`src/rtl/bp_mem_traffic_gen_pkg.sv`:
```
// Shared types for the memory traffic generator: BedRock cce mem message layout,
// size encodings and the generator FSM states.
package bp_mem_traffic_gen_pkg;

  localparam int paddr_width_p       = 40;
  localparam int cce_block_width_p   = 512;
  localparam int mem_payload_width_p = 16;
  localparam int block_offset_lp     = $clog2(cce_block_width_p/8);

  typedef enum logic [3:0] {
    e_bedrock_mem_rd    = 4'd0,
    e_bedrock_mem_wr    = 4'd1,
    e_bedrock_mem_uc_rd = 4'd2,
    e_bedrock_mem_uc_wr = 4'd3,
    e_bedrock_mem_pre   = 4'd4,
    e_bedrock_mem_amo   = 4'd5
  } bp_bedrock_mem_type_e;

  typedef enum logic [2:0] {
    e_bedrock_msg_size_1   = 3'd0,
    e_bedrock_msg_size_2   = 3'd1,
    e_bedrock_msg_size_4   = 3'd2,
    e_bedrock_msg_size_8   = 3'd3,
    e_bedrock_msg_size_16  = 3'd4,
    e_bedrock_msg_size_32  = 3'd5,
    e_bedrock_msg_size_64  = 3'd6,
    e_bedrock_msg_size_128 = 3'd7
  } bp_bedrock_msg_size_e;

  typedef struct packed {
    logic [mem_payload_width_p-1:0] payload;
    bp_bedrock_msg_size_e           size;
    logic [paddr_width_p-1:0]       addr;
    bp_bedrock_mem_type_e           msg_type;
  } bp_bedrock_cce_mem_header_s;

  typedef struct packed {
    logic [cce_block_width_p-1:0] data;
    bp_bedrock_cce_mem_header_s   header;
  } bp_bedrock_cce_mem_msg_s;

  localparam int cce_mem_msg_width_lp = $bits(bp_bedrock_cce_mem_msg_s);

  typedef enum logic [2:0] {
    e_tg_idle,
    e_tg_write,
    e_tg_wr_drain,
    e_tg_read,
    e_tg_rd_drain,
    e_tg_done
  } bp_mem_traffic_gen_state_e;

  function automatic bp_bedrock_msg_size_e msg_size_for(input int bytes);
    case (bytes)
      1:       return e_bedrock_msg_size_1;
      2:       return e_bedrock_msg_size_2;
      4:       return e_bedrock_msg_size_4;
      8:       return e_bedrock_msg_size_8;
      16:      return e_bedrock_msg_size_16;
      32:      return e_bedrock_msg_size_32;
      128:     return e_bedrock_msg_size_128;
      default: return e_bedrock_msg_size_64;
    endcase
  endfunction

  localparam bp_bedrock_msg_size_e block_size_lp = msg_size_for(cce_block_width_p/8);

endpackage

```
`src/rtl/bp_mem_traffic_gen_pattern.sv`:
```
// Combinational test pattern: the word {seed, index[15:0]} replicated across a cache block.
module bp_mem_traffic_pattern
  import bp_mem_traffic_gen_pkg::*;
#(
  parameter int idx_width_p = 5
)(
  input  logic [15:0]                  seed_i,
  input  logic [idx_width_p-1:0]       index_i,
  output logic [cce_block_width_p-1:0] data_o
);

  logic [15:0] index16;

  assign index16 = 16'(index_i);
  assign data_o  = {(cce_block_width_p/32){seed_i, index16}};

endmodule

```
`src/rtl/bp_mem_traffic_gen.sv`:
```
// Self-checking memory exerciser: writes a seeded pattern over a block range, reads it back
// and counts mismatches. Define BP_MEM_TRAFFIC_GEN_TRACE_EN for a per-message simulation trace.
module bp_mem_traffic_gen
  import bp_mem_traffic_gen_pkg::*;
#(
  parameter logic [paddr_width_p-1:0] base_addr_p       = '0,
  parameter int                       num_blocks_p      = 16,
  parameter int                       max_outstanding_p = 4,
  parameter int                       err_width_p       = 16
)(
  input  logic                            clk_i,
  input  logic                            reset_i,
  input  logic                            start_i,
  input  logic [15:0]                     seed_i,
  output logic [cce_mem_msg_width_lp-1:0] mem_cmd_o,
  output logic                            mem_cmd_v_o,
  input  logic                            mem_cmd_ready_i,
  input  logic [cce_mem_msg_width_lp-1:0] mem_resp_i,
  input  logic                            mem_resp_v_i,
  output logic                            mem_resp_yumi_o,
  output logic                            busy_o,
  output logic                            done_o,
  output logic [err_width_p-1:0]          error_count_o
);

  localparam int cntWidth = $clog2(num_blocks_p+1);
  localparam int outWidth = $clog2(max_outstanding_p+1);
  localparam logic [cntWidth-1:0] numBlocks      = cntWidth'(num_blocks_p);
  localparam logic [outWidth-1:0] maxOutstanding = outWidth'(max_outstanding_p);

  bp_mem_traffic_gen_state_e state_q, state_d;
  logic [cntWidth-1:0]    issueCnt_q, issueCnt_d, respCnt_q, respCnt_d;
  logic [outWidth-1:0]    outstanding_q, outstanding_d;
  logic [15:0]            seed_q, seed_d;
  logic [err_width_p-1:0] errCnt_q, errCnt_d;

  logic startAccept, issuePhase, writeResp, readResp;
  logic respSpurious, respLegal, respMismatch, errInc;
  logic unusedRespBits;
  logic [cce_block_width_p-1:0] issuePattern, checkPattern;
  bp_bedrock_cce_mem_msg_s cmdMsg, respMsg;
  bp_bedrock_mem_type_e    expRespType;

  function automatic logic [paddr_width_p-1:0] blockAddr(input logic [cntWidth-1:0] idx);
    return base_addr_p + (paddr_width_p'(idx) << block_offset_lp);
  endfunction

  always_ff @(posedge clk_i or posedge reset_i) begin
    if (reset_i) state_q <= e_tg_idle;
    else         state_q <= state_d;
  end

  always_comb begin
    state_d = state_q;
    unique case (state_q)
      e_tg_idle:     if (start_i)                state_d = e_tg_write;
      e_tg_write:    if (issueCnt_q == numBlocks) state_d = e_tg_wr_drain;
      e_tg_wr_drain: if (respCnt_q == numBlocks)  state_d = e_tg_read;
      e_tg_read:     if (issueCnt_q == numBlocks) state_d = e_tg_rd_drain;
      e_tg_rd_drain: if (respCnt_q == numBlocks)  state_d = e_tg_done;
      e_tg_done:     if (start_i)                state_d = e_tg_write;
      default:                                   state_d = e_tg_idle;
    endcase
  end

  always_comb begin
    busy_o     = 1'b0;
    done_o     = 1'b0;
    issuePhase = 1'b0;
    writeResp  = 1'b0;
    readResp   = 1'b0;
    unique case (state_q)
      e_tg_write:    begin busy_o = 1'b1; issuePhase = 1'b1; writeResp = 1'b1; end
      e_tg_wr_drain: begin busy_o = 1'b1; writeResp = 1'b1; end
      e_tg_read:     begin busy_o = 1'b1; issuePhase = 1'b1; readResp = 1'b1; end
      e_tg_rd_drain: begin busy_o = 1'b1; readResp = 1'b1; end
      e_tg_done:     done_o = 1'b1;
      default:       ;
    endcase
    // Valid only ever rises alongside ready, so every valid cycle is an accepted command
    mem_cmd_v_o = issuePhase & (issueCnt_q < numBlocks)
                & (outstanding_q < maxOutstanding) & mem_cmd_ready_i;
  end

  assign startAccept     = start_i & ((state_q == e_tg_idle) | (state_q == e_tg_done));
  assign mem_resp_yumi_o = mem_resp_v_i;
  assign respMsg         = mem_resp_i;
  assign unusedRespBits  = ^{respMsg.header.payload, respMsg.header.size};

  assign respSpurious = ~(writeResp | readResp) | (respCnt_q == numBlocks);
  assign respLegal    = mem_resp_v_i & ~respSpurious;
  assign expRespType  = writeResp ? e_bedrock_mem_uc_wr : e_bedrock_mem_uc_rd;
  assign respMismatch = (respMsg.header.addr != blockAddr(respCnt_q))
                      | (respMsg.header.msg_type != expRespType)
                      | (readResp & (respMsg.data != checkPattern));
  assign errInc       = mem_resp_v_i & (respSpurious | respMismatch);

  bp_mem_traffic_pattern #(.idx_width_p(cntWidth)) issuePat (
    .seed_i (seed_q),
    .index_i(issueCnt_q),
    .data_o (issuePattern)
  );

  bp_mem_traffic_pattern #(.idx_width_p(cntWidth)) checkPat (
    .seed_i (seed_q),
    .index_i(respCnt_q),
    .data_o (checkPattern)
  );

  always_comb begin
    cmdMsg                 = '0;
    cmdMsg.header.msg_type = (state_q == e_tg_read) ? e_bedrock_mem_uc_rd : e_bedrock_mem_uc_wr;
    cmdMsg.header.addr     = blockAddr(issueCnt_q);
    cmdMsg.header.size     = block_size_lp;
    cmdMsg.header.payload  = '0;
    cmdMsg.data            = (state_q == e_tg_write) ? issuePattern : '0;
  end

  assign mem_cmd_o = cmdMsg;

  always_comb begin
    issueCnt_d    = issueCnt_q;
    respCnt_d     = respCnt_q;
    outstanding_d = outstanding_q;
    seed_d        = seed_q;
    errCnt_d      = errCnt_q;
    if (startAccept) begin
      issueCnt_d    = '0;
      respCnt_d     = '0;
      outstanding_d = '0;
      errCnt_d      = '0;
      seed_d        = seed_i;
    end else begin
      // Write-to-read turnaround restarts both counters so the read pass reuses block indices
      if ((state_q == e_tg_wr_drain) && (respCnt_q == numBlocks)) begin
        issueCnt_d = '0;
        respCnt_d  = '0;
      end else begin
        if (mem_cmd_v_o) issueCnt_d = issueCnt_q + 1'b1;
        if (respLegal)   respCnt_d  = respCnt_q + 1'b1;
      end
      if (mem_cmd_v_o && !respLegal)
        outstanding_d = outstanding_q + 1'b1;
      else if (!mem_cmd_v_o && respLegal && (outstanding_q != '0))
        outstanding_d = outstanding_q - 1'b1;
      if (errInc && !(&errCnt_q)) errCnt_d = errCnt_q + 1'b1;
    end
  end

  always_ff @(posedge clk_i or posedge reset_i) begin
    if (reset_i) begin
      issueCnt_q    <= '0;
      respCnt_q     <= '0;
      outstanding_q <= '0;
      seed_q        <= '0;
      errCnt_q      <= '0;
    end else begin
      issueCnt_q    <= issueCnt_d;
      respCnt_q     <= respCnt_d;
      outstanding_q <= outstanding_d;
      seed_q        <= seed_d;
      errCnt_q      <= errCnt_d;
    end
  end

  assign error_count_o = errCnt_q;

`ifdef BP_MEM_TRAFFIC_GEN_TRACE_EN
  always @(posedge clk_i) begin
    if (!reset_i && mem_cmd_v_o)
      $display("%0t tg cmd   phase=%s addr=%h", $time, state_q.name(), cmdMsg.header.addr);
    if (!reset_i && mem_resp_v_i) begin
      if (errInc)
        $display("%0t tg resp  phase=%s addr=%h bad exp=%h act=%h", $time, state_q.name(),
                 respMsg.header.addr, checkPattern, respMsg.data);
      else
        $display("%0t tg resp  phase=%s addr=%h ok", $time, state_q.name(), respMsg.header.addr);
    end
  end
`else
`endif

endmodule

```
`config.mk`:
```
export PLATFORM = sky130hd
export DESIGN_NAME = bp_mem_traffic_gen
export DESIGN_NICKNAME = d
export VERILOG_FILES = /design/src/rtl/bp_mem_traffic_gen_pkg.sv /design/src/rtl/bp_mem_traffic_gen_pattern.sv /design/src/rtl/bp_mem_traffic_gen.sv
export SDC_FILE = /design/constraint.sdc
export NUM_CORES = 1
export LEC_CHECK = 0
export ABC_AREA = 1
export BUFFER_PORTS_ARGS = -buffer_cell sky130_fd_sc_hd__buf_4
export CAP_MARGIN = 20
export CORE_AREA = 3 3 463 465
export CTS_BUF_LIST = sky130_fd_sc_hd__clkbuf_16
export CTS_CLUSTER_DIAMETER = 60
export DETAILED_ROUTE_END_ITERATION = 8
export DIE_AREA = 0 0 466 468
export GPL_TIMING_DRIVEN = 0
export PLACE_DENSITY_LB_ADDON = 0.25
export SYNTH_ARGS = -nofsm -noshare
export SYNTH_HDL_FRONTEND = slang
export SYNTH_SLANG_ARGS = --single-unit
export TNS_END_PERCENT = 50
```
`constraint.sdc`:
```
create_clock -name clk_i -period 2.5 [get_ports clk_i]
set_input_delay 0.125 -clock clk_i [delete_from_list [all_inputs] [get_ports clk_i]]
set_output_delay 0.125 -clock clk_i [all_outputs]
set_load 0.03 [all_outputs]
```
==> out/results.tsv <==
metric	value	unit
Compound-Gate Fraction of Synth Area	1.71	%
drt first pass iters	5	
VDD IR max	0.000728	V
data required time of the worst path	2.74	ns
Pleak	15.1	nW
Slew Limit Fails	0	
Clock Tree Root	clkbuf_16	
CP dominant cell by count	nor2_4	
total routed wirelength	151000	um
Die X	466	um
met1 Track Usage GR	14.5	%
row cnt	168	
mux cell area share after synthesis	0	%
final worst-path setup slack	-0.290	ns
largest net degree at the start of global routing	38	
CP max FO	6	
CTS sink cnt	48	
status	finished with violations	
crit-path leading delay family	simple AND/OR/NAND/NOR gates	
sequential share of power	4.1	%
Crit path arrival time	3.03	ns
CTS max path bufs	2	
initial core utilization	6.39	%
RSZ-0062 raised after global routing	yes	
Setup crit start kind	register	
violated checks	negative setup slack	
Post-DP HPWL	132000	um
main combinational cell family by area after synthesis	buffers and inverters	
Worst Tran Pin Value	0.884	ns
routability cong.	0.792	
headroom to the max-slew limit	40.8	%
post-layout util	13.3	%
critical path class	reg2reg	
Synth Warn #	0	
vias in the first global route	16500	
register area share after synthesis	8.95	%
DRT iter0 DRCs	766	
crit path time final	2.79	ns
max incr delay on CP	0.41	ns
post-route ant nets	0	
register area	1200	um^2
CTS tree	done	
Die H	468	um
Adder-Cell Fraction of Synth Area	0.615	%
HP Class	in2reg	
Cell Area, Synth	13400	um^2
slowest CP cell	dfrtp_1	
final hold violation count	0	
CP Cell Sequence	buf_12, buf_4, xor2_1, nor2_4, nand2_1, nor2_4, nand2_1, nor2_4, nand2_2, nor2_4, nand3_4, nand2_4, nand2_8, buf_6, buf_6, nand4_1, nand2_1	
H-tree Lvls	2	
Pwr Density	1080	nW/um^2
Pint	0.0127	W
Switching Share	57.9	%
routed vias	17700	
clock skew	0.0170	ns
synth unique cells	36	
Ports	1191	
synth-to-layout area growth	108	%
final setup fails	23	
Port Buffers	938	
met3 Use GR	5.27	%
clk_lat worst skew	0.36	ns
Power Total	0.0302	W
Final #Nets	4274	
initial antenna violation count	130	
first-pass GRT wire length	182000	um
core box area	210000	um^2
share of cells above drive strength 1	51.3	%
All-Layer GR Usage	13.2	%
clock share of power	3.2	%
Mean Syn Cell Area	5.65	um^2
period utilization	112	%
post-synthesis simple-gate area fraction	36.6	%
xor and xnor area share after synthesis	10.2	%
combinational share of power	92.7	%
die area	218000	um^2
met2 GRT Util	24.0	%
fillers	24400	
Overflow after GRT	0	
area of the multi-input gates	8440	um^2
via/cell ratio	2.72	
routed len/inst	23.2	um
Max Freq	358	MHz
FF+latch count, synth	48	
Clk pin slew, worst setup/hold paths	0.10	ns
Worst setup EP type	register	
Max-Cap Viols	0	
sw power	0.0175	W
Post-Synthesis Cells	2375	
GRT busiest layer	met2	
drc violations	0	
crit path buf inv count	4	
total CTS buffers	5	
==> path summary, 6_finish.rpt <==
kind,start,endpoint,slack (ns),depth (start not counted)
worst max-delay path,seed_q[13]$_DFFE_PP0P_,error_count_o[1]$_DFFE_PP0P_,-0.29,17
worst min-delay path,seed_i[9],seed_q[9]$_DFFE_PP0P_,0.03,3
worst max register to register,seed_q[13]$_DFFE_PP0P_,error_count_o[1]$_DFFE_PP0P_,-0.29,17
worst min register to register,error_count_o[4]$_DFFE_PP0P_,error_count_o[4]$_DFFE_PP0P_,0.57,2
max in group asynchronous,reset_i,error_count_o[7]$_DFFE_PP0P_,1.63,4
min in group asynchronous,reset_i,seed_q[11]$_DFFE_PP0P_,0.31,3
==> cells by family (layout without fill, tap and decap cells) <==
family / Yosys count / in the layout
buffers and inverters: 864 / 1931
other: 2 / 261
AOI/OAI and AO/OA: 44 / 44
DFF: 48 / 48
adders and majority gates: 6 / 6
and+or+nand+nor: 1255 / 1255
xor gates and xnor gates: 156 / 156
==> power by group through the flow <==
| stage | clock network [W] | registers (W) | logic [W] |
|---|---|---|---|
| 4_1_cts | 0.00106 | 0.00123 | 0.0281 |
| 6_report | 0.000974 | 0.00124 | 0.0279 |
| 3_5_place_dp | 0 | 0.00118 | 0.0258 |
| 5_1_grt | 0.00106 | 0.00127 | 0.0299 |
| 2_1_floorplan | 0 | 0.00123 | 0.0147 |
| 3_3_place_gp | 0 | 0.00117 | 0.0257 |
==> area by class of cell <==
type	count	area share [%]
Buffer	615	18.5
Sequential cell	48	4.30
Inverter	249	3.59
Antenna cell	28	0.251
Multi-Input combinational cell	1694	30.2
Clock buffer	5	0.447
Tap cell	2805	12.6
Clock inverter	3	0.166
Timing Repair Buffer	1059	30.0
==> state kept, by name (all words and copies together), names as in the netlist <==
register and count:
outstanding_q 3, error_count_o 16, seed_q 16, issueCnt_q 5, respCnt_q 5, state_q 3
==> through the flow <==
step	hold WS (ns)	worst slack (ns)	area [um^2]	setup TNS, ns	std cells
floorplan	0.284	0.227	14300	0	2606
global placement	0.379	-1.79	24800	-347.98	6349
detailed placement	0.0924	-1.81	25100	-132.56	6365
CTS	0.00289	-0.420	27200	-7.32	6451
global route	0.0121	-0.435	27900	-8.15	6485
finish	0.0271	-0.290	28000	-3.89	6506
==> layer usage <==
layer	share of wire, %	vias up
li1	-	8881
met1	38	7588
met2	51	924
met3	9.3	198
met4	1.3	92
met5	0.41	-
==> worst min-delay path, delay by kind of cell <==
kind,cells,cell delay [ns]
compound gates,1,0.10
buf+inv,1,0.08
simple gates,1,0.04
==> cell usage in the layout (no fill, tap or decap), drive strengths merged <==
| master | count |
|---|---|
| nand2 | 775 |
| ha | 5 |
| nand3 | 42 |
| xor2 | 142 |
| xnor2 | 14 |
| diode | 28 |
| a21oi | 16 |
| dfrtp | 48 |
| clkinv | 1 |
| o311ai | 1 |
| nor3 | 7 |
| nand3b | 2 |
| o22ai | 3 |
| fa | 1 |
| nor4 | 9 |
| bufbuf | 1 |
| bufinv | 1 |
| inv | 247 |
| o21ai | 23 |
| clkbuf | 11 |
| conb | 233 |
| nand4 | 23 |
| o211ai | 1 |
| and3 | 1 |
| nor3b | 2 |
| nor2 | 391 |
| buf | 1654 |
| dlygate4sd3 | 13 |
| or2 | 3 |
| clkinvlp | 3 |
==> synth_stat cells (all sizes together) <==
cell type  number  area share (%)
a21oi          16            0.60
and3            1           0.047
buf           608              35
clkbuf          7            0.20
clkinv          1           0.028
conb            2           0.056
dfrtp          48             8.9
fa              1            0.15
ha              5            0.47
inv           248             7.0
nand2         775              22
nand3          42             1.6
nand3b          2            0.11
nand4          23             1.1
nor2          391              11
nor3            7            0.34
nor3b           2            0.11
nor4            9            0.42
o211ai          1           0.056
o21ai          23            0.86
o22ai           3            0.14
o311ai          1           0.065
or2             3            0.14
xnor2          14            0.91
xor2          142             9.3
==> repair_timing <==
| action | in CTS | in global routing |
|---|---|---|
| pin swaps | 58 | 62 |
| hold endpoints to repair | 23 | 0 |
| gates resized for setup | 313 | 120 |
| setup endpoints to repair | 347 | 181 |
| setup buffers | 62 | 26 |
| gates cloned | 3 | 1 |
| hold buffers | 13 | 0 |
(Power assumes the default switching activity.)
